<file path="src/rtl/i2s_mstr_tx.sv">
// I2S master transmitter: divides clk down to sclk/ws and serializes left/right
// samples MSB-first in Philips I2S format from a one-deep holding buffer.
module i2s_mstr_tx #(
    parameter int unsigned SCLK_DIV = 16,
    parameter int unsigned DATA_W   = 24
) (
    input  logic              clk,
    input  logic              rst_n,
    input  logic [DATA_W-1:0] lft_smpl,
    input  logic [DATA_W-1:0] rght_smpl,
    input  logic              smpl_vld,
    output logic              smpl_rdy,
    output logic              I2S_sclk,
    output logic              I2S_ws,
    output logic              I2S_data,
    output logic              frm_strt,
    output logic              undrn
);

    localparam int unsigned DIV_W = $clog2(SCLK_DIV);

    typedef enum logic {
        BUF_EMPTY = 1'b0,
        BUF_FULL  = 1'b1
    } buf_state_t;

    buf_state_t        buf_state, buf_nxt;
    logic [DIV_W-1:0]  div_cnt;
    logic              div_tc;
    logic              fall;
    logic              frame_go;
    logic              accept;
    logic [5:0]        bit_cnt;
    logic [5:0]        bit_nxt;
    logic [DATA_W-1:0] hold_l, hold_r;
    logic [63:0]       shreg;
    logic [63:0]       frame_img;

    assign div_tc   = (div_cnt == DIV_W'(SCLK_DIV - 1));
    assign fall     = div_tc && I2S_sclk;
    assign bit_nxt  = bit_cnt + 6'd1;
    assign frame_go = fall && (bit_cnt == 6'd63);
    assign smpl_rdy = (buf_state == BUF_EMPTY);
    assign accept   = smpl_vld && smpl_rdy;

    // Whole 64-slot frame image: each sample left-justified in its 32-bit slot.
    always_comb begin
        frame_img              = '0;
        frame_img[63 -: DATA_W] = hold_l;
        frame_img[31 -: DATA_W] = hold_r;
    end

    // Frame start drains the buffer; an accept in the same clk refills it.
    always_comb begin
        buf_nxt = buf_state;
        case (buf_state)
            BUF_EMPTY: if (accept)   buf_nxt = BUF_FULL;
            BUF_FULL:  if (frame_go) buf_nxt = BUF_EMPTY;
            default:                 buf_nxt = BUF_EMPTY;
        endcase
    end

    always_ff @(posedge clk or negedge rst_n) begin
        if (!rst_n) begin
            buf_state <= BUF_EMPTY;
        end else begin
            buf_state <= buf_nxt;
        end
    end

    always_ff @(posedge clk or negedge rst_n) begin
        if (!rst_n) begin
            div_cnt  <= '0;
            I2S_sclk <= 1'b0;
            I2S_ws   <= 1'b0;
            I2S_data <= 1'b0;
            frm_strt <= 1'b0;
            undrn    <= 1'b0;
            bit_cnt  <= 6'd63;
            hold_l   <= '0;
            hold_r   <= '0;
            shreg    <= '0;
        end else begin
            frm_strt <= frame_go;
            undrn    <= frame_go && (buf_state == BUF_EMPTY);
            div_cnt  <= div_tc ? '0 : div_cnt + 1'b1;
            if (div_tc) begin
                I2S_sclk <= ~I2S_sclk;
            end
            if (accept) begin
                hold_l <= lft_smpl;
                hold_r <= rght_smpl;
            end
            if (fall) begin
                bit_cnt <= bit_nxt;
                I2S_ws  <= (bit_nxt >= 6'd31) && (bit_nxt <= 6'd62);
                // Frame image is sampled before any same-clk accept lands in hold_*.
                if (frame_go) begin
                    I2S_data <= frame_img[63];
                    shreg    <= {frame_img[62:0], 1'b0};
                end else begin
                    I2S_data <= shreg[63];
                    shreg    <= {shreg[62:0], 1'b0};
                end
            end
        end
    end

endmodule

</file>
<file path="config.mk">
export PLATFORM = sky130hd
export DESIGN_NAME = i2s_mstr_tx
export DESIGN_NICKNAME = d
export VERILOG_FILES = /design/src/rtl/i2s_mstr_tx.sv
export SDC_FILE = /design/constraint.sdc
export NUM_CORES = 1
export LEC_CHECK = 0
export ABC_AREA = 1
export CORE_MARGIN = 3
export CORE_UTILIZATION = 40
export CTS_BUF_LIST = sky130_fd_sc_hd__clkbuf_8
export DETAILED_ROUTE_END_ITERATION = 6
export GPL_TIMING_DRIVEN = 1
export SYNTH_ARGS = -nofsm -noshare
export SYNTH_HDL_FRONTEND = slang
export SYNTH_SLANG_ARGS = --single-unit
</file>
<file path="constraint.sdc">
create_clock -name clk -period 2.5 [get_ports clk]
set_input_delay 0.625 -clock clk [delete_from_list [all_inputs] [get_ports clk]]
set_output_delay 0.625 -clock clk [all_outputs]
set_load 0.05 [all_outputs]
</file>
==> key figures <==
Synth
  – Area leader, netlist: dfrtp_1
  – Share of the synthesized area in the top cell type: 0.561
  – Syn Inst Count: 481
  – Post-synth cell types: 23
  – Cell Area, Synth: 0.00504 mm²
  – Top cells by area, synth: dfrtp_1, mux2_2, o21ai_0
  – Syn Nets: 536
  – Prevailing post-synth register cell: dfrtp_1
  – Post-synth EDFFs: 0
  – Number of synthesis warnings: 0
  – Most frequent cell after synthesis: dfrtp_1
  – Post-synth ARST share: 1.00
  – Post-synth top cells: dfrtp_1, o21ai_0, a21oi_1, inv_1, mux2_2
  – Synthesized area per cell: 10.5 µm²
  – Sequential area share after synthesis: 0.592
  – Seq cells post-synth: 119

Worst setup path
  – WS Path Type: reg2out
  – Critical path's slowest cell: clkdlybuf4s50_1
  – Worst path max stage delay: 0.82 ns
  – Crit path from: buf_state
  – Startpoint class of the critical path: flip-flop
  – Crit Path Max Fanout: 3
  – Worst r2r src: bit_cnt[1]
  – CP Buf/Inv Count: 2
  – Crit path cell chain: inv_1 > clkdlybuf4s50_1
  – Setup crit end kind: output port
  – WP data required: 1.88 ns
  – CP top delay family: buffers and inverters
  – Critical Path AT: 1.73 ns

Timing
  – Final worst-path cycle share: 0.941
  – RSZ-0062 raised after global routing: false
  – Final WS setup: 0.147 ns
  – Skew final: 0.00770 ns
  – Final Hold Viols: 0
  – Pins Over Slew Limit: 0
  – Setup_tns: 0 ns
  – Fmax: 425 MHz
  – # setup viols final: 0
  – Slew headroom: 0.565
  – Worst-margin pin slew: 0.651 ns
  – Minimum clock period: 2.35 ns

Global route
  – Met1 Use GR: 0.194
  – Remaining global-route overflow: 0
  – Largest net degree at the start of global routing: 54
  – Met3 usage: 0.0445
  – Total GRT Usage: 0.150
  – First-pass GRT wire length: 17,000 µm
  – Top Usage Layer GRT: met2
  – Number of global-route vias before repair: 3,595
  – Initial antenna violation count: 0
  – Met2 usage: 0.239

Layout
  – Antenna Cells: 0
  – Post-Route Utilization: 0.513
  – Layout area overhead: 23.7%
  – Layout cells sized above 1: 0.181
  – Final instance area: 0.00624 mm²
  – Fin cells: 719
  – Layout Nets: 594

Clock tree
  – Postcts setup bufs: 0
  – Clock buffer depth: 2
  – Worst skew pair latency: 0.43 ns
  – PostCTS Resize Cnt: 0
  – Clock Sinks: 119
  – CTS root buf: clkbuf_8
  – Inserted Clock Buffers: 17
  – CTS Hold Bufs: 0
  – Reg clk slew, reported paths: 0.07 ns
  – CTS tree: built
  – CTS H-Tree Depth: 4

Run status
  – Status: completed

Place
  – GPL Wtd Cong: 0.696
  – Placed cells: 688
  – Placed Area: 0.00578 mm²
  – Setup WS pre-CTS: 0.388 ns
  – Detailed Place HPWL: 6230 µm
  – Port Buffers: 56

Pwr
  – Pwr dens: 651 mW/mm²
  – Lkg Pwr: 0.00292 µW
  – Peak supply drop: 0.292 mV

Floorplan
  – Initial Util: 0.415
  – Site Rows: 40
  – I/O pin total: 57
  – Core Region: 0.0122 mm²
  – Die area: 0.0140 mm²
  – Die H: 118 µm
  – Die W: 118 µm

Route
  – DR pass1 iterations: 4
  – Final wirelength: 9680 µm
  – DR vias/cell: 4.87
  – DR WL/cell: 13.5 µm
  – # DRC: 0
  – Via count: 3,503
  – Detailed Route Iter0 Violations: 224
  – Antenna Violating Nets Remaining: 0

Hold path
  – Hold WC Path Type: in2async

Run
  – MaxCap Viol Count: 0
==> final cells by class <==
class,instances,area (µm²)
clock buffers,18,248
clock inverters,13,211
fillers,1130,5920
inverters,66,248
multi-input cells,268,1670
flip-flops and latches,119,2990
well taps,168,210
repair buffers,67,666
==> final timing paths <==
check,end,slack (ns),depth (start not counted)
min in group clk,undrn,0.44,1
worst max register to register,shreg[45],0.47,7
max in group asynchronous,shreg[13],1.62,2
worst max-delay path,smpl_rdy,0.15,2
worst min register to register,undrn,0.44,1
worst min-delay path,hold_l[2],0.14,1
==> layer usage <==
layer  up-vias  share of wire
met5         -              0
met1      1694           0.46
li1       1717              -
met4         0          0.016
met2        75           0.47
met3        17          0.047
==> worst register-to-register path, cell delays in order, from the launching register on <==
cell and delay, ns:
dfstp_2 0.58, ha_1 0.22, nand3_2 0.12, nor2_4 0.11, inv_2 0.25, nor2_8 0.41
a21oi_1 0.14, a21oi_1 0.13
==> cell families after synthesis <==
| kind of cell | synth area share |
|---|---|
| multiplexers | 0.107 |
| adder cells (fa/ha/maj) | 0.00993 |
| flip-flops | 0.592 |
| buffers and inverters | 0.0769 |
| XOR/XNOR | 0.00347 |
| AND/OR/NAND/NOR | 0.0536 |
| AO/OA/AOI/OAI | 0.157 |
==> state kept, by name (all words and copies together), names as in the netlist <==
signal / flops
shreg: 55
hold_l: 24
hold_r: 24
bit_cnt: 6
div_cnt: 4
I2S_data: 1
I2S_sclk: 1
I2S_ws: 1
buf_state: 1
frm_strt: 1
undrn: 1
==> layout by cell type (no fill, tap or decap) <==
cell type        instances
buf_4                   10
clkinv_2                 4
o21ai_0                 84
nor2_4                   1
inv_1                   68
nand4_1                  1
nor2_8                   1
o31ai_1                  4
nand3_2                  2
xnor2_1                  1
mux2_2                  48
nand3_1                 10
clkbuf_8                18
nor2_1                  11
nand2_2                  1
dfstp_2                  6
a21oi_1                 68
bufinv_16                6
nand2_1                 30
ha_1                     4
nor3_1                   1
dfrtp_1                113
clkdlybuf4s50_1         55
buf_12                   2
xor2_1                   1
inv_2                    1
==> stage by stage <==
| stage | power (µW) | hold slack, ns |
|---|---|---|
| finish | 4060 | 0.138 |
| global route | 4220 | 0.140 |
| CTS | 4120 | 0.119 |
| detailed placement | 2090 | 0.435 |
| global placement | 2090 | 0.428 |
| floorplan | 1960 | 0.329 |
==> power by group <==
group	internal, µW	switching, µW	total, µW
Clock	1290	727	2020
Sequential	1930	0	1930
Combinational	72.9	48.2	121
Total	3290	775	4060
(Power assumes the default switching activity.)
